**config.mk**
```make
export PLATFORM = sky130hd
export DESIGN_NAME = div_unit_flat
export DESIGN_NICKNAME = d
export VERILOG_FILES = /design/src/rtl/div_unit_pkg.sv /design/src/rtl/div_unit_if.sv /design/src/rtl/div_unit.sv /design/src/flat_wrapper.sv
export SDC_FILE = /design/constraint.sdc
export NUM_CORES = 1
export LEC_CHECK = 0
export BUFFER_PORTS_ARGS = -buffer_cell sky130_fd_sc_hd__buf_4
export CAP_MARGIN = 5
export CORE_ASPECT_RATIO = 1.75
export CORE_MARGIN = 1.5
export CORE_UTILIZATION = 61
export DETAILED_ROUTE_END_ITERATION = 6
export PLACE_DENSITY_LB_ADDON = 0.1
export RECOVER_POWER = 50
export SLEW_MARGIN = 40
export SYNTH_ARGS = -nofsm -noshare
export SYNTH_HDL_FRONTEND = slang
export SYNTH_SLANG_ARGS = --single-unit
```
**constraint.sdc**
```tcl
create_clock -name clk -period 6.5 [get_ports clk]
set_input_delay 0.65 -clock clk [delete_from_list [all_inputs] [get_ports clk]]
set_output_delay 0.65 -clock clk [all_outputs]
set_load 0.01 [all_outputs]
```
**src/rtl/div_unit_pkg.sv**
```systemverilog
`default_nettype none
// ============================================================================
// Module      : div_unit_pkg
// Description : Shared widths, iteration count and state encodings for div_unit.
// Revision    : 1.0 - initial release
// ============================================================================
package div_unit_pkg;

  localparam int c_div_width  = 32;
  localparam int c_iter_count = 32;
  localparam int c_cnt_width  = 6;
  localparam int c_st_width   = 2;

  localparam logic [c_cnt_width-1:0] c_last_iter = c_cnt_width'(c_iter_count - 1);

  localparam logic [c_st_width-1:0] c_st_free    = 2'd0;
  localparam logic [c_st_width-1:0] c_st_by_zero = 2'd1;
  localparam logic [c_st_width-1:0] c_st_on      = 2'd2;
  localparam logic [c_st_width-1:0] c_st_end     = 2'd3;

endpackage
`default_nettype wire

```
**src/rtl/div_unit_if.sv**
```systemverilog
`default_nettype none
// ============================================================================
// Module      : div_unit_if
// Description : EX-stage request/result bundle between the pipeline and div_unit.
// Revision    : 1.0 - initial release
// ============================================================================
interface div_unit_if;
  import div_unit_pkg::*;

  logic                       start_i;
  logic                       annul_i;
  logic                       signed_div_i;
  logic [c_div_width-1:0]     opdata1_i;
  logic [c_div_width-1:0]     opdata2_i;
  logic [2*c_div_width-1:0]   result_o;
  logic                       ready_o;
  logic                       stallreq_o;

  modport master (
    output start_i, annul_i, signed_div_i, opdata1_i, opdata2_i,
    input  result_o, ready_o, stallreq_o
  );

  modport slave (
    input  start_i, annul_i, signed_div_i, opdata1_i, opdata2_i,
    output result_o, ready_o, stallreq_o
  );

endinterface
`default_nettype wire

```
**src/rtl/div_unit.sv**
```systemverilog
`default_nettype none
// ============================================================================
// Module      : div_unit
// Description : 32-bit signed/unsigned restoring divider, one quotient bit per cycle.
// Revision    : 1.0 - initial release
// ============================================================================
module div_unit
  import div_unit_pkg::*;
(
  input  wire        clk,
  input  wire        rst,
  div_unit_if.slave  dif
);

  logic [c_st_width-1:0]    r_state;
  logic [c_st_width-1:0]    w_next_state;
  logic [c_cnt_width-1:0]   r_cnt;
  logic [c_div_width-1:0]   r_dvd_raw;
  logic [c_div_width-1:0]   r_divisor;
  logic [c_div_width-1:0]   r_rem;
  logic [c_div_width-1:0]   r_quo;
  logic                     r_quo_neg;
  logic                     r_rem_neg;
  logic [2*c_div_width-1:0] r_result;

  logic                     w_accept;
  logic                     w_dvd_neg;
  logic                     w_dvs_neg;
  logic [c_div_width-1:0]   w_dvd_abs;
  logic [c_div_width-1:0]   w_dvs_abs;
  logic [c_div_width:0]     w_shift;
  logic [c_div_width:0]     w_diff;
  logic                     w_fits;
  logic [c_div_width-1:0]   w_rem_step;
  logic [c_div_width-1:0]   w_quo_step;
  logic [c_div_width-1:0]   w_rem_fix;
  logic [c_div_width-1:0]   w_quo_fix;
  logic                     w_last;

  assign w_accept  = (r_state == c_st_free) && dif.start_i && !dif.annul_i;
  assign w_dvd_neg = dif.signed_div_i && dif.opdata1_i[c_div_width-1];
  assign w_dvs_neg = dif.signed_div_i && dif.opdata2_i[c_div_width-1];
  assign w_dvd_abs = w_dvd_neg ? -dif.opdata1_i : dif.opdata1_i;
  assign w_dvs_abs = w_dvs_neg ? -dif.opdata2_i : dif.opdata2_i;

  // Quotient bits shift in from the right while dividend bits shift out into the partial remainder.
  assign w_shift    = {r_rem, r_quo[c_div_width-1]};
  assign w_diff     = w_shift - {1'b0, r_divisor};
  assign w_fits     = ~w_diff[c_div_width];
  assign w_rem_step = w_fits ? w_diff[c_div_width-1:0] : w_shift[c_div_width-1:0];
  assign w_quo_step = {r_quo[c_div_width-2:0], w_fits};
  assign w_rem_fix  = r_rem_neg ? -w_rem_step : w_rem_step;
  assign w_quo_fix  = r_quo_neg ? -w_quo_step : w_quo_step;
  assign w_last     = (r_cnt == c_last_iter);

  always_ff @(posedge clk) begin
    if (rst) begin
      r_state <= c_st_free;
    end else begin
      r_state <= w_next_state;
    end
  end

  always_comb begin
    w_next_state = r_state;
    case (r_state)
      c_st_free: begin
        if (w_accept) begin
          w_next_state = (dif.opdata2_i == '0) ? c_st_by_zero : c_st_on;
        end
      end
      c_st_by_zero: begin
        w_next_state = dif.annul_i ? c_st_free : c_st_end;
      end
      c_st_on: begin
        if (dif.annul_i) begin
          w_next_state = c_st_free;
        end else if (w_last) begin
          w_next_state = c_st_end;
        end
      end
      c_st_end: begin
        if (dif.annul_i || !dif.start_i) begin
          w_next_state = c_st_free;
        end
      end
      default: w_next_state = c_st_free;
    endcase
  end

  always_comb begin
    dif.ready_o    = (r_state == c_st_end);
    dif.result_o   = (r_state == c_st_end) ? r_result : '0;
    dif.stallreq_o = dif.start_i && (r_state != c_st_end) && !dif.annul_i;
  end

  always_ff @(posedge clk) begin
    if (rst) begin
      r_cnt     <= '0;
      r_dvd_raw <= '0;
      r_divisor <= '0;
      r_rem     <= '0;
      r_quo     <= '0;
      r_quo_neg <= 1'b0;
      r_rem_neg <= 1'b0;
      r_result  <= '0;
    end else begin
      case (r_state)
        c_st_free: begin
          if (w_accept) begin
            r_cnt     <= '0;
            r_dvd_raw <= dif.opdata1_i;
            r_divisor <= w_dvs_abs;
            r_rem     <= '0;
            r_quo     <= w_dvd_abs;
            r_quo_neg <= w_dvd_neg ^ w_dvs_neg;
            r_rem_neg <= w_dvd_neg;
            r_result  <= '0;
          end
        end
        c_st_by_zero: begin
          if (!dif.annul_i) begin
            r_result <= {r_dvd_raw, {c_div_width{1'b1}}};
          end
        end
        c_st_on: begin
          if (!dif.annul_i) begin
            r_rem <= w_rem_step;
            r_quo <= w_quo_step;
            r_cnt <= r_cnt + 1'b1;
            if (w_last) begin
              r_result <= {w_rem_fix, w_quo_fix};
            end
          end
        end
        default: begin
        end
      endcase
    end
  end

endmodule
`default_nettype wire
```
**src/flat_wrapper.sv**
```systemverilog
// flat-port wrapper written by rule: the top's interface ports become plain ports
module div_unit_flat import div_unit_pkg::*;
  (clk, rst, dif_start_i, dif_annul_i, dif_signed_div_i, dif_opdata1_i, dif_opdata2_i, dif_result_o, dif_ready_o, dif_stallreq_o);
  div_unit_if dif_i ();
  input  wire clk;
  input  wire rst;
  input wire logic [$bits(dif_i.start_i)-1:0] dif_start_i;
  input wire logic [$bits(dif_i.annul_i)-1:0] dif_annul_i;
  input wire logic [$bits(dif_i.signed_div_i)-1:0] dif_signed_div_i;
  input wire logic [$bits(dif_i.opdata1_i)-1:0] dif_opdata1_i;
  input wire logic [$bits(dif_i.opdata2_i)-1:0] dif_opdata2_i;
  output wire logic [$bits(dif_i.result_o)-1:0] dif_result_o;
  output wire logic [$bits(dif_i.ready_o)-1:0] dif_ready_o;
  output wire logic [$bits(dif_i.stallreq_o)-1:0] dif_stallreq_o;
  assign dif_i.start_i = dif_start_i;
  assign dif_i.annul_i = dif_annul_i;
  assign dif_i.signed_div_i = dif_signed_div_i;
  assign dif_i.opdata1_i = dif_opdata1_i;
  assign dif_i.opdata2_i = dif_opdata2_i;
  assign dif_result_o = dif_i.result_o;
  assign dif_ready_o = dif_i.ready_o;
  assign dif_stallreq_o = dif_i.stallreq_o;
  div_unit u_core (.clk(clk), .rst(rst), .dif(dif_i));
endmodule
```
* Word level (Yosys, flattened, before mapping)
Cells that the tools add are included.
Word-level totals: bits in registers 202, bits of input ports 69, output and inout bits 66, logic and storage cells 72
Operators by class: add/subtract/negate cells 6, eq/ne operators 11, mux-type cells 27, bitwise operators 2, reduce and logical (&&, ||, !) cells 17
Operators by type and width (count):
- 2-to-1 mux 64 bit | 5
- 2-to-1 mux 32 bit | 9
- one-hot mux 64 bit (3 select lines) | 1
- negator 32 bit | 4
- one-hot mux 32 bit (2 select lines) | 2
- subtractor 33 x 32 -> 33 bit | 1
- zero test 32 bit | 1
- 2-to-1 mux 2 bit | 6
- 2-to-1 mux 6 bit | 2
- one-hot mux 6 bit (2 select lines) | 1
- one-hot mux 2 bit (4 select lines) | 1
- adder 6 x 1 -> 6 bit (second input constant) | 1
- equality test 6 x 5 -> 1 bit (second input constant) | 1
- logical AND 1 bit | 6
- != test 2 x 1 -> 1 bit (second input constant) | 3
- != test 2 bit (second input constant) | 3
- AND reduction 3 bit | 2
- AND reduction 5 bit | 1
- equality test 2 bit (second input constant) | 2
- != test 3 x 2 -> 1 bit (second input constant) | 1
- nonzero test 3 bit | 1
- equality test 2 x 1 -> 1 bit (second input constant) | 1
- zero test 1 bit | 2
- zero test 2 bit | 1
- other kinds (5) | 5

* Depth between registers and ports, before layout
Gate-level depths: netlist (run 1).
depth in word-level cells 7, gate-level depth with buffers 26, mapped depth without buffers 23

* Worst setup path after synthesis (run 1)
Ideal clock, no wire load.
path type register -> register, from reg u_core.r_quo[31], to reg u_core.r_result[58], library setup time 0.134 ns, arrival time 5.101 ns, data required time 6.366 ns, setup slack 1.265 ns, cell stages (with the launch flop) 26, buffers on the path 3, period minus slack after synthesis 5.235 ns, cell sequence dfxtp_1 > inv_1 > ha_1 > inv_1 > fa_1 > a211oi_2 > nor3_1 > o2111ai_1 > a21boi_1 > nor3_2 > nor2_1 > inv_1 > clkbuf_1 > buf_1 > o21ai_0 > inv_1 > ha_1 > inv_1 > or4_1 > a21oi_1 > o2bb2ai_2 > or4b_1 > buf_2 > o41ai_2 > xnor2_1 > o22ai_1
Between the ends: longest elaborated chain between the ends 7
RTL lines:
- start, declared | line div_unit.sv:21 | logic [c_div_width-1:0] r_quo;
- start signal, assigned | line div_unit.sv:115 | r_quo <= w_dvd_abs;
- start signal, assigned | line div_unit.sv:129 | r_quo <= w_quo_step;
- subtractor 33 x 32 -> 33 bit | line div_unit.sv:48 | assign w_diff = w_shift - {1'b0, r_divisor};
- 2-to-1 mux 32 bit * | line div_unit.sv:50 | assign w_rem_step = w_fits ? w_diff[c_div_width-1:0] : w_shift[c_div_width-1:0];
- negator 32 bit | line div_unit.sv:52 | assign w_rem_fix = r_rem_neg ? -w_rem_step : w_rem_step;
- 2-to-1 mux 32 bit * | line div_unit.sv:52
- 2-to-1 mux 64 bit * | line div_unit.sv:131 | if (w_last) begin
- 2-to-1 mux 64 bit * | line div_unit.sv:127 | if (!dif.annul_i) begin
- one-hot mux 64 bit (3 select lines) * | line div_unit.sv:108 | case (r_state)
- end signal, assigned | line div_unit.sv:123 | r_result <= {r_dvd_raw, {c_div_width{1'b1}}};
- end signal, assigned | line div_unit.sv:132 | r_result <= {w_rem_fix, w_quo_fix};
- end, declared | line div_unit.sv:24 | logic [2*c_div_width-1:0] r_result;
Mark *: on every way between the ends. The rest lies on a longest branch, timed or not. The select of a mux whose other input is x is not followed. A chain may end at the register's enable or synchronous reset.

* Worst setup path in the final report (run 1)
Same ends and word-level chain as after synthesis.

==> key figures, run 1 <==
Critical path
  • Critical Path Start Type: flip-flop
  • Cell repeated most along the worst path: inv_1
  • CP required: around 6.9 ns
  • CP peak stage delay: 0.72 ns
  • CP delay by family, top: compound AO/OA/AOI/OAI gates
  • Critical path class: reg2reg
  • Crit-path cells: inv_1 -> ha_1 -> inv_1 -> fa_1 -> a211oi_2 -> nor3_1 -> o2111ai_1 -> a21boi_1 -> nor3_2 -> nor2_4 -> inv_1 -> o21ai_0 -> inv_1 -> ha_1 -> inv_1 -> or4_1 -> a21oi_1 -> o2bb2ai_2 -> or4b_1 -> o41ai_2 -> xnor2_1 -> o22ai_1
  • CP Capture Type: flip-flop
  • Crit Path Max Fanout: 7
  • Worst path arrival time: 5.86 ns
  • Worst path bufs/invs: 5
  • FF-to-FF path depth: 22
  • Worst path depth: 22
  • Slowest stage cell, crit path: or4b_1

Logic synthesis
  • Yosys warnings: 0
  • Mean post-synth cell area: 7.269 um2
  • Async set-reset flop share out of synthesis: 0%
  • Flops & latches, synth: 202
  • Predominant post-synthesis flop cell: dfxtp_1
  • Mapped Cells: 1883
  • Top cells by area, synth: dfxtp_1, a21oi_1, nand2_1, nor2_1, xnor2_1
  • Syn nets: approximately 2000
  • Post-Syn Area: approximately 14000 um2
  • Number of synthesized flops with an enable pin: 0
  • Largest area contributor in the netlist: dfxtp_1
  • Register area share after synthesis: between 20% and 30%
  • Yosys cell types: between 70 and 80
  • Top-area cell type share of the netlist area: between 20 and 30%

Placement
  • Post-DP HPWL: roughly 30000 um
  • Buffers on Ports: about 130
  • Routability cong.: 0.9198

Detailed routing
  • DRT Pass-1 Iters: 6
  • ANT nets after route: 0
  • Routed vias: around 14000
  • Final WL: between 40000 and 50000 um
  • 1st-iter DRT viols: 1109
  • Via density: approximately 6.2
  • Post-DR wirelength/cell: between 15 and 20 um
  • Residual DRC: 0

Power and ir drop
  • Leak pwr: ~5.9 nW
  • Switching part of the total: between 40% and 50%
  • Pwr Density: around 330 nW/um2
  • Clk pwr share: a little under a quarter
  • Logic pwr share: 45.9%
  • Pint: ~0.0028 W
  • Tot Pwr: around 0.005 W
  • P_sw: around 0.0022 W
  • VDD IR max: between 0.0002 and 0.0003 V
  • Seq pwr share: between 30% and 40%

CTS
  • Num CTS Buffers: 20
  • Post-CTS Setup Bufs: 0
  • Hold buffer count at CTS: 0
  • Longest Clk Path Bufs: 3
  • TritonCTS clock tree: yes
  • Latest clock arrival within the worst-skew pair: just over 0.5 ns
  • Clock transition at path regs: around 0.070 ns
  • Post-CTS Resized: 0
  • H-tree depth: 1
  • CTS Sinks: between 200 and 250
  • CTS Root Cell: clkbuf_16

Floorplanning
  • Die width: between 100 and 150 um
  • Die area: around 23000 um2
  • I/O pin count: roughly 140
  • Core ar.: 22070 um2
  • Cell row count: between 70 and 80
  • Starting density of the core: 62.02%
  • Die height: 201.2 um

STA
  • Max-slew violation count: 195
  • Tcrit/Tclk final: a little over four fifths
  • Max_slew headroom: -157.0%
  • Actual slew at the worst max-slew pin: 3.855 ns
  • Min Clock Period, post-route: 5.490 ns
  • Max Fclk: between 150 and 200 MHz
  • Fin Clk Skew: 0.01273 ns
  • Final hold vios: 0
  • Setup TNS: 0 ns
  • Worst hold slack: about 0.42 ns
  • Final setup fails: 0
  • RSZ-0062 raised after global routing: false

Global route
  • Global-route wire length before repair: between 60000 and 70000 um
  • Total GRT Usage: between 30% and 40%
  • Initial antenna violation count: 0
  • Number of global-route vias before repair: about 13000
  • Gr ovfl total: 0
  • Largest net degree at the start of global routing: 95

Outcome
  • Failing checks: max-capacitance violations, max-slew violations
  • Status: finished, violations left

Layout
  • Share of post-route cells with drive strength above 1: between 10% and 20%
  • # diodes: 0
  • Final net count: ~2000
  • Fill cells: 1948
  • Syn-to-layout area delta: 12.38%

Hold path
  • Min-delay worst type: in2reg
  • Worst hold path stage count: 3

Run
  • Max Cap Viol: 4
[power groups by stage]
stage / clock, W / combinational (W) / sequential (W)
CTS: 0.00121 / 0.00226 / 0.00151
global route: 0.00126 / 0.00251 / 0.00153
floorplan: 0 / 0.00167 / 0.00148
detailed placement: 0 / 0.00225 / 0.00154
global placement: 0 / 0.00221 / 0.00153
finish: 0.00120 / 0.00231 / 0.00151
[flip-flops by register name, summed over array words and instances, names as in the netlist]
name	cells
u_core.r_cnt	6
u_core.r_result	64
u_core.r_rem	32
u_core.r_state	2
u_core.r_quo_neg	1
u_core.r_divisor	32
u_core.r_dvd_raw	32
u_core.r_quo	32
u_core.r_rem_neg	1
[worst reg2reg max path, cell delays in order (launching register included)]
cell and delay (ns):
dfxtp_1 0.32, inv_1 0.07, ha_1 0.19, inv_1 0.06, fa_1 0.41, a211oi_2 0.27
nor3_1 0.12, o2111ai_1 0.45, a21boi_1 0.18, nor3_2 0.42, nor2_4 0.08, inv_1 0.11
o21ai_0 0.13, inv_1 0.08, ha_1 0.17, inv_1 0.09, or4_1 0.47, a21oi_1 0.20
o2bb2ai_2 0.14, or4b_1 0.72, o41ai_2 0.43, xnor2_1 0.15, o22ai_1 0.09
[cell type report]
| type | instances | area (um2) | share of cell area (%) |
|---|---|---|---|
| sequential | 202 | 4045 | 26.30 |
| timing repair buffer | 152 | 1092 | 7.101 |
| multi-input combinational | 1497 | 8994 | 58.47 |
| clock buffer | 27 | 558.0 | 3.628 |
| inverter | 58 | 217.7 | 1.415 |
| clock inverter | 9 | 105.1 | 0.6833 |
| tap | 296 | 370.4 | 2.408 |
[synth_stat cells, types with 12 or more instances]
master	instances
a21o_1	15
xor2_1	55
nand4_1	13
and2_1	87
nor3_1	29
inv_1	58
nand2_1	265
o21ai_0	108
dfxtp_1	202
a31oi_1	15
nor4_1	20
o211ai_1	18
buf_1	16
nand2b_1	12
mux2i_1	25
nor2_1	193
nand3_1	43
and3_1	15
ha_1	42
a21oi_1	210
o41ai_1	17
o31ai_1	21
xnor2_1	80
clkbuf_1	101
a22oi_1	28
or3_1	18
a211oi_1	37
[cell usage in the layout, fill, tap and decap left out, types with 25 or more instances in the layout]
cell      count
buf_4       135
nand3_1      43
and2_1       39
and2_0       49
xor2_1       55
xnor2_1      80
a211oi_1     36
a21oi_1     210
a22oi_1      28
dfxtp_1     201
nand2_1     265
inv_1        58
nor2_1      191
mux2i_1      25
ha_1         42
o21ai_0     107
nor3_1       29
[final timing paths]
kind | startpoint | endpoint | slack [ns]
setup / recovery | u_core.r_quo[31]$_SDFFE_PP0P_ | u_core.r_result[58]$_SDFFE_PP0P_ | 1.01
hold / removal | dif_opdata1_i[4] | u_core.r_dvd_raw[4]$_SDFFE_PP0P_ | 0.42
setup reg to reg | u_core.r_quo[31]$_SDFFE_PP0P_ | u_core.r_result[58]$_SDFFE_PP0P_ | 1.01
hold reg to reg | u_core.r_result[0]$_SDFFE_PP0P_ | u_core.r_result[0]$_SDFFE_PP0P_ | 0.46
[metrics by stage]
| stage | setup WS (ns) | utilization (%) | cell area (um2) | cells |
|---|---|---|---|---|
| after global routing | 0.6976 | 69.69 | 15380 | 2241 |
| after global placement | 1.127 | 66.84 | 14750 | 2205 |
| after detailed placement | 1.083 | 67.00 | 14790 | 2205 |
| after floorplan | 1.265 | - | 13690 | 1883 |
| after CTS | 1.029 | 70.01 | 15450 | 2241 |
| final | 1.010 | 69.69 | 15380 | 2241 |
[cells by family (layout without fill, tap and decap cells)]
| family | count (synthesis) | in the layout | synth area share [%] |
|---|---|---|---|
| simple gates | 736 | 736 | 25.16 |
| compound gates | 553 | 553 | 25.30 |
| flops | 202 | 202 | 29.54 |
| buf+inv | 184 | 246 | 5.128 |
| xor+xnor | 135 | 135 | 8.638 |
| fa+ha+maj | 43 | 43 | 3.985 |
| mux | 30 | 30 | 2.239 |
[per-layer routing]
layer	wire, um	share of wire [%]	track usage [%]
met4	2867	6.8	22.13
met5	0	0	0
met1	15070	36	37.02
met2	21670	52	65.42
met3	2354	5.6	4.518
(Power assumes the default switching activity.)
==> run 2: changes to the inputs <==
--- a/config.mk
+++ b/config.mk
@@ -5,6 +5,7 @@
 export SDC_FILE = /design/constraint.sdc
 export NUM_CORES = 1
 export LEC_CHECK = 0
+export ABC_AREA = 1
 export BUFFER_PORTS_ARGS = -buffer_cell sky130_fd_sc_hd__buf_4
 export CAP_MARGIN = 5
 export CORE_ASPECT_RATIO = 1.75
==> constraint.sdc (replaced) <==
create_clock -name clk -period 5.3 [get_ports clk]
set_input_delay 0.53 -clock clk [delete_from_list [all_inputs] [get_ports clk]]
set_output_delay 0.53 -clock clk [all_outputs]
set_load 0.01 [all_outputs]
==> run 2 against run 1 <==
Net effect:
- the run still ends with max-capacitance violations, max-slew violations left
- core utilization down 1.8 points
- combinational power up 83%
- via count up 18%
- first-iteration DRC count up 1.3%
- sequential share of layout area down 1.4 points
- count of clock-buffer cells in the layout up 1
- die area up 7.9%
- critical endpoint is now u_core.r_divisor[1]$_SDFFE_PP0P_
- largest power group unchanged
==> key figures, run 2 <==
Logic synthesis
  • Synth top cells by count: nand2_1, inv_1, a21oi_1, dfxtp_1, nor2_1
  • Flops & latches, synth: 202 (unchanged)
  • Predominant post-synthesis flop cell: dfxtp_1
  • Largest area contributor in the netlist: dfxtp_1
  • Yosys warnings: 0 (unchanged)
  • Mapped Cells: 2466 (+31%)
  • Top-area cell type share of the netlist area: 27.35% (-2.2 points)
  • Top cells by area, synth: dfxtp_1, nand2_1, inv_1, a21oi_1, nor2_1
  • Mean post-synth cell area: 5.996 um2 (-18%)
  • Post-Syn Area: 14790 um2 (+8.0%)
  • Async set-reset flop share out of synthesis: 0% (unchanged)
  • Number of synthesized flops with an enable pin: 0 (unchanged)
  • Most frequent cell after synthesis: nand2_1
  • Syn nets: 2578 (+29%)
  • Register area share after synthesis: 27.35% (-2.2 points)
  • Yosys cell types: 55 (-29%)

Global route
  • Global-route wire length before repair: 77660 um (+17%)
  • Total GRT Usage: 39.30% (+3.7 points)
  • Largest net degree at the start of global routing: 105 (+11%)
  • Initial antenna violation count: 0 (unchanged)
  • Number of global-route vias before repair: 15360 (+14%)
  • Gr ovfl total: 0 (unchanged)

Detailed routing
  • ANT nets after route: 0 (unchanged)
  • Met2 routed WL: 25650 um (+18%)
  • Post-DR wirelength/cell: 17.77 um (-5.1%)
  • Routed vias: 16350 (+18%)
  • M1 wire length: 17160 um (+14%)
  • Residual DRC: 0 (unchanged)
  • Final WL: 50550 um (+20%)
  • Met3 WL: 2249 um (-4.5%)
  • Top Metal Used: met4
  • 1st-iter DRT viols: 1123 (+1.3%)
  • Via density: 5.747 (-6.8%)
  • DRT Pass-1 Iters: 5 (-1)

Critical path
  • CP peak stage delay: 2.45 ns (+1.73 ns)
  • Cell repeated most along the worst path: inv_1
  • Worst path bufs/invs: 5 (unchanged)
  • CP Capture Type: flip-flop
  • CP required: 5.65 ns (-1.22 ns)
  • Critical path class: reg2reg
  • Critical Path Start Type: flip-flop
  • R2R Setup Slk: 0.69 ns (-0.32 ns)
  • Slowest stage cell, crit path: dlygate4sd2_1
  • Crit-path cells: inv_1 -> ha_1 -> inv_1 -> nor2_4 -> dlygate4sd2_1 -> inv_1 -> buf_4 -> a21oi_1 -> a221oi_1
  • Crit Path Max Fanout: 104 (+97)
  • Worst path arrival time: 4.96 ns (-0.90 ns)
  • CP delay by family, top: buffers and inverters

STA
  • Max-slew violation count: 174 (-11%)
  • Worst Slack Setup Final: 0.6916 ns (-0.3181 ns)
  • Max Fclk: 217.0 MHz (+19%)
  • RSZ-0062 raised after global routing: false
  • Final hold vios: 0 (unchanged)
  • Fin Clk Skew: 0.01336 ns (+0.0006332 ns)
  • Final setup fails: 0 (unchanged)
  • Max_slew headroom: -117.4% (+40 points)
  • Actual slew at the worst max-slew pin: 3.261 ns (-0.5946 ns)
  • Min Clock Period, post-route: 4.608 ns (-0.8819 ns)
  • Setup TNS: 0 ns (unchanged)
  • Tcrit/Tclk final: 86.95% (+2.5 points)

Layout
  • Post-Layout Cell Count: 2845 (+27%)
  • Most common cell after layout, fill and taps aside: nand2_1
  • Final net count: 2638 (+29%)
  • Fill cells: 2349 (+21%)
  • Max reg flops: 64 (unchanged)
  • # diodes: 0 (unchanged)
  • Share of post-route cells with drive strength above 1: 8.277% (-2.1 points)
  • Syn-to-layout area delta: 9.893%
  • Reg with most FFs: u_core.r_result
  • Most frequent cells in the layout: nand2_1, inv_1, a21oi_1

Floorplanning
  • Die area: 25220 um2 (+7.9%)
  • Die width: 120.7 um (+3.8%)
  • Die height: 209.0 um (+3.9%)
  • Cell row count: 75 (+4.2%)
  • Core ar.: 23930 um2 (+8.4%)
  • Starting density of the core: 61.79% (-0.23 points)
  • I/O pin count: 135 (unchanged)

Power and ir drop
  • Leak pwr: 8.098 nW (+38%)
  • VDD IR max: 0.0003491 V (+32%)
  • Tot Pwr: 0.007633 W (+52%)
  • Pwr Density: 469.8 nW/um2 (+44%)

Placement
  • Buffers on Ports: 134 (unchanged)
  • Worst slack, placed: 0.9140 ns (-0.1689 ns)
  • Post-DP HPWL: 38490 um (+25%)
  • Routability cong.: 1.003 (+9.1%)
  • Placed Instances: 2811 (+27%)

Run
  • Max Cap Viol: 2 (-2)

CTS
  • H-tree depth: 1 (unchanged)
  • Clock transition at path regs: 0.06 ns (about the same)
  • TritonCTS clock tree: yes
  • Num CTS Buffers: 21 (+5.0%)
  • Post-CTS Setup Bufs: 0 (unchanged)
  • CTS Root Cell: clkbuf_16
  • CTS Sinks: 202 (unchanged)
  • Post-CTS Resized: 0 (unchanged)
  • Hold buffer count at CTS: 0 (unchanged)
  • Longest Clk Path Bufs: 3 (unchanged)
  • Latest clock arrival within the worst-skew pair: 0.51 ns (about the same)

Hold path
  • Min-delay worst type: in2reg

Outcome
  • Failing checks: max-capacitance violations, max-slew violations
  • Status: finished, violations left
==> run 2: layout make-up <==
type / count / area, um2 / area share (%)
clock buffers: 28 / 571.8 / 3.519
clock inverters: 6 / 60.06 / 0.3696
inverters: 322 / 1209 / 7.439
multi-input cells: 1829 / 9091 / 55.95
flip-flops and latches: 202 / 4044 / 24.89
well taps: 308 / 385.4 / 2.372
repair buffers: 150 / 887.1 / 5.460
==> run 2: logic make-up after synthesis <==
group / share of synthesized area, %
adders and majority gates: 3.690
AOI/OAI and AO/OA: 18.49
and+or+nand+nor: 35.67
DFF: 27.35
buffers and inverters: 11.48
xor gates and xnor gates: 3.317
==> run 2: path summary, 6_finish.rpt <==
kind,startpoint,to,cells past startpoint
min,dif_opdata1_i[3],u_core.r_dvd_raw[3]$_SDFFE_PP0P_,3
max,u_core.r_state[0]$_SDFFE_PP0P_,u_core.r_divisor[1]$_SDFFE_PP0P_,9
min reg2reg,u_core.r_dvd_raw[31]$_SDFFE_PP0P_,u_core.r_dvd_raw[31]$_SDFFE_PP0P_,2
max reg2reg,u_core.r_state[0]$_SDFFE_PP0P_,u_core.r_divisor[1]$_SDFFE_PP0P_,9
==> run 2: worst reg2reg max path, stage by stage, from the launching register on <==
cell and delay [ns]:
dfxtp_1 0.33, inv_1 0.13, ha_1 0.16, inv_1 0.10, nor2_4 0.13, dlygate4sd2_1 2.45
inv_1 0.10, buf_4 0.37, a21oi_1 0.51, a221oi_1 0.16
==> run 2: per-layer routing <==
metal | vias to the layer above | GRT usage (%)
li1 | 8021 | -
met1 | 7502 | 38.33
met2 | 610 | 71.45
met3 | 218 | 3.412
met4 | 0 | 36.27
met5 | - | 0
==> run 2: power by group <==
| group | total [W] | switching [W] | internal [W] |
|---|---|---|---|
| Sequential | 0.00197 | 0.000221 | 0.00175 |
| Combinational | 0.00422 | 0.00301 | 0.00121 |
| Clock | 0.00144 | 0.000640 | 0.000803 |
| Total | 0.00763 | 0.00387 | 0.00376 |
==> run 2: metrics by stage <==
step	instance area [um2]	hold WS, ns	utilization (%)
finish	16250	0.2956	67.90
global route	16250	0.2992	67.90
CTS	16490	0.2851	68.92
detailed placement	15860	0.4520	66.28
global placement	15860	0.4504	66.28
floorplan	14790	0.4245	-
==> run 3: changes to the inputs <==
--- a/config.mk
+++ b/config.mk
@@ -5,7 +5,6 @@
 export SDC_FILE = /design/constraint.sdc
 export NUM_CORES = 1
 export LEC_CHECK = 0
-export ABC_AREA = 1
 export BUFFER_PORTS_ARGS = -buffer_cell sky130_fd_sc_hd__buf_4
 export CAP_MARGIN = 5
 export CORE_ASPECT_RATIO = 1.75
@@ -18,3 +17,4 @@
 export SYNTH_ARGS = -nofsm -noshare
 export SYNTH_HDL_FRONTEND = slang
 export SYNTH_SLANG_ARGS = --single-unit
+export TNS_END_PERCENT = 30
==> run 3 against run 2 <==
Net effect:
- cell area shrank 4.1%
- the run still ends with max-capacitance violations, max-slew violations left
- non-clock buffer count grew 15
- flip-flop and latch count unchanged
- die area shrank 7.3%
- combinational power decreased by 32%
- power decreased by 16%
- critical path type unchanged
==> key figures, run 3 (synthesis results as in run 1) <==
Outcome
  • Status: finished, violations left
  • Failing checks: max-capacitance violations, max-slew violations

Floorplanning
  • Cell row count: 72 (-4.0%)
  • Core ar.: 22070 um2 (-7.8%)
  • I/O pin count: 135 (unchanged)
  • Die area: 23380 um2 (-7.3%)
  • Die width: 116.2 um (-3.7%)
  • Starting density of the core: 62.02% (+0.23 points)
  • Die height: 201.2 um (-3.7%)

Layout
  • Most common cell after layout, fill and taps aside: nand2_1
  • Fill cells: 1960 (-17%)
  • # diodes: 0 (unchanged)
  • Most frequent cells in the layout: nand2_1, a21oi_1, dfxtp_1
  • Syn-to-layout area delta: 13.79%
  • Area of the multi-input gates: 9007 um2 (-0.92%)
  • Reg with most FFs: u_core.r_result
  • Max reg flops: 64 (unchanged)
  • FF+latch area: 4046 um2 (about the same)
  • Share of post-route cells with drive strength above 1: 11.38% (+3.1 points)
  • Post-Layout Cell Count: 2255 (-21%)
  • Final net count: 2057 (-22%)

Critical path
  • RR Endpoint: u_core.r_result[52]$_SDFFE_PP0P_
  • Worst path arrival time: 5.42 ns (+0.46 ns)
  • Slowest stage cell, crit path: or4b_4
  • CP peak stage delay: 0.56 ns (-1.89 ns)
  • CP Capture Type: flip-flop
  • CP required: 5.74 ns (+0.09 ns)
  • R2R Setup Slk: 0.32 ns (-0.38 ns)
  • Critical path class: reg2reg
  • Critical Path Start Type: flip-flop
  • Worst Setup SP: u_core.r_quo[31]$_SDFFE_PP0P_
  • R2r startpoint: u_core.r_quo[31]$_SDFFE_PP0P_
  • FF-to-FF path depth: 24 (+15)
  • Crit-path cells: inv_1 -> ha_1 -> inv_1 -> fa_1 -> a211oi_2 -> nor3_1 -> o2111ai_1 -> buf_4 -> a21bo_2 -> a21oi_1 -> nor2_4 -> inv_1 -> nand2_1 -> o21ai_0 -> inv_1 -> ha_1 -> inv_1 -> or4_1 -> a21oi_2 -> o2bb2ai_2 -> or4b_4 -> buf_4 -> o41a_1 -> a21oi_1
  • Crit Path Max Fanout: 5 (-95%)
  • Cell repeated most along the worst path: inv_1

CTS
  • H-tree depth: 1 (unchanged)
  • Post-CTS Resized: 0 (unchanged)
  • Latest clock arrival within the worst-skew pair: 0.53 ns (+0.02 ns)
  • CTS Sinks: 202 (unchanged)
  • Num CTS Buffers: 21 (unchanged)
  • Clock transition at path regs: 0.07 ns (about the same)
  • CTS Root Cell: clkbuf_16
  • Hold buffer count at CTS: 0 (unchanged)
  • Post-CTS Setup Bufs: 0 (unchanged)
  • TritonCTS clock tree: yes
  • Longest Clk Path Bufs: 3 (unchanged)

STA
  • Final hold vios: 0 (unchanged)
  • Min Clock Period, post-route: 4.984 ns (+0.3754 ns)
  • Fin Clk Skew: 0.01799 ns (+0.004630 ns)
  • Max_slew headroom: -34.43% (+83 points)
  • Max Fclk: 200.6 MHz (-7.5%)
  • Final setup fails: 0 (unchanged)
  • RSZ-0062 raised after global routing: true
  • Tcrit/Tclk final: 94.03% (+7.1 points)
  • Max-slew violation count: 128 (-26%)
  • Actual slew at the worst max-slew pin: 2.017 ns (-1.244 ns)
  • Worst Slack Setup Final: 0.3162 ns (-0.3754 ns)

Global route
  • Initial antenna violation count: 0 (unchanged)
  • Total GRT Usage: 36.89% (-2.4 points)
  • Global-route wire length before repair: 68540 um (-12%)
  • Number of global-route vias before repair: 13690 (-11%)
  • Gr ovfl total: 0 (unchanged)
  • Largest net degree at the start of global routing: 100 (-4.8%)

Placement
  • Buffers on Ports: 134 (unchanged)
  • Placed Instances: 2217 (-21%)
  • Worst slack, placed: 0.1900 ns (-0.7241 ns)
  • Routability cong.: 0.9150 (-8.8%)
  • Post-DP HPWL: 31180 um (-19%)

Detailed routing
  • Final WL: 43230 um (-14%)
  • Routed vias: 14000 (-14%)
  • 1st-iter DRT viols: 1308 (+16%)
  • ANT nets after route: 0 (unchanged)
  • Post-DR wirelength/cell: 19.17 um (+7.9%)
  • Residual DRC: 0 (unchanged)
  • DRT Pass-1 Iters: 6 (+1)
  • Via density: 6.210 (+8.1%)

Hold path
  • Min-delay worst type: in2reg
  • HP Start: dif_opdata1_i[28]
  • Hold path endpoint: u_core.r_dvd_raw[28]$_SDFFE_PP0P_
  • Worst hold path stage count: 3 (unchanged)

Run
  • Max Cap Viol: 3 (+1)

Power and ir drop
  • Leak pwr: 5.982 nW (-26%)
  • VDD IR max: 0.0003105 V (-11%)
  • Pwr Density: 410.4 nW/um2 (-13%)
-- run 3: changes by cell type in the layout (fill, tap and decap cells not counted), moves of 54 or more --
cell / before / now
buf_4: 82 / 147
inv_1: 312 / 58
nand2_1: 795 / 265
xnor2_1: 9 / 80
nand3_1: 117 / 43
and2_0: 0 / 54
clkbuf_1: 70 / 15
-- run 3: metrics by stage --
| step | setup TNS, ns | hold slack, ns | cell area [um2] | utilization (%) | power (W) |
|---|---|---|---|---|---|
| 3_3_place_gp | 0 | 0.4381 | 14840 | 67.24 | 0.004625 |
| 5_1_grt | -0.04776 | 0.2842 | 15580 | 70.57 | 0.006717 |
| 2_1_floorplan | 0 | 0.4273 | 13690 | - | 0.003871 |
| 4_1_cts | 0 | 0.2712 | 15620 | 70.76 | 0.006312 |
| 3_5_place_dp | 0 | 0.4452 | 14870 | 67.38 | 0.004679 |
| 6_report | 0 | 0.2830 | 15580 | 70.57 | 0.006392 |
-- run 3: worst max-delay path by stage --
stage / end / slack (ns) / cells after the start
3_3_place_gp: u_core.r_result[58]$_SDFFE_PP0P_ / 0.29 / 24
3_5_place_dp: u_core.r_result[58]$_SDFFE_PP0P_ / 0.19 / 24
6_report: u_core.r_result[52]$_SDFFE_PP0P_ / 0.32 / 24
5_1_grt: u_core.r_result[60]$_SDFFE_PP0P_ / -0.02 / 24
4_1_cts: u_core.r_result[58]$_SDFFE_PP0P_ / 0.16 / 24
2_1_floorplan: u_core.r_result[58]$_SDFFE_PP0P_ / 0.07 / 25
-- run 3: metal layers --
metal	wire [um]	vias up	global-route usage, %
met5	0	-	0
li1	-	6750	-
met3	2375	185	5.271
met4	2947	0	24.17
met2	22320	555	66.60
met1	15590	6514	38.67
-- run 3: worst max-delay path: cells and delay by family, from the launching register on --
kind	cells	cell delay, ns
compound gates	9	1.67
simple gates	5	1.43
fa+ha+maj	3	0.76
buf+inv	7	0.75
flops	1	0.32
-- run 3: final cells by class --
cell class                 instances  area share, %
clock inverter                    12          1.125
clock buffer                      25          3.663
sequential                       202          25.98
inverter                          58          1.398
timing repair buffer             165          7.631
tap                              296          2.378
multi-input combinational       1497          57.83
-- run 3: where the power goes --
part | internal [W] | switching, W
clock | 0.000967 | 0.000674
combinational | 0.000954 | 0.00194
sequential | 0.00170 | 0.000158
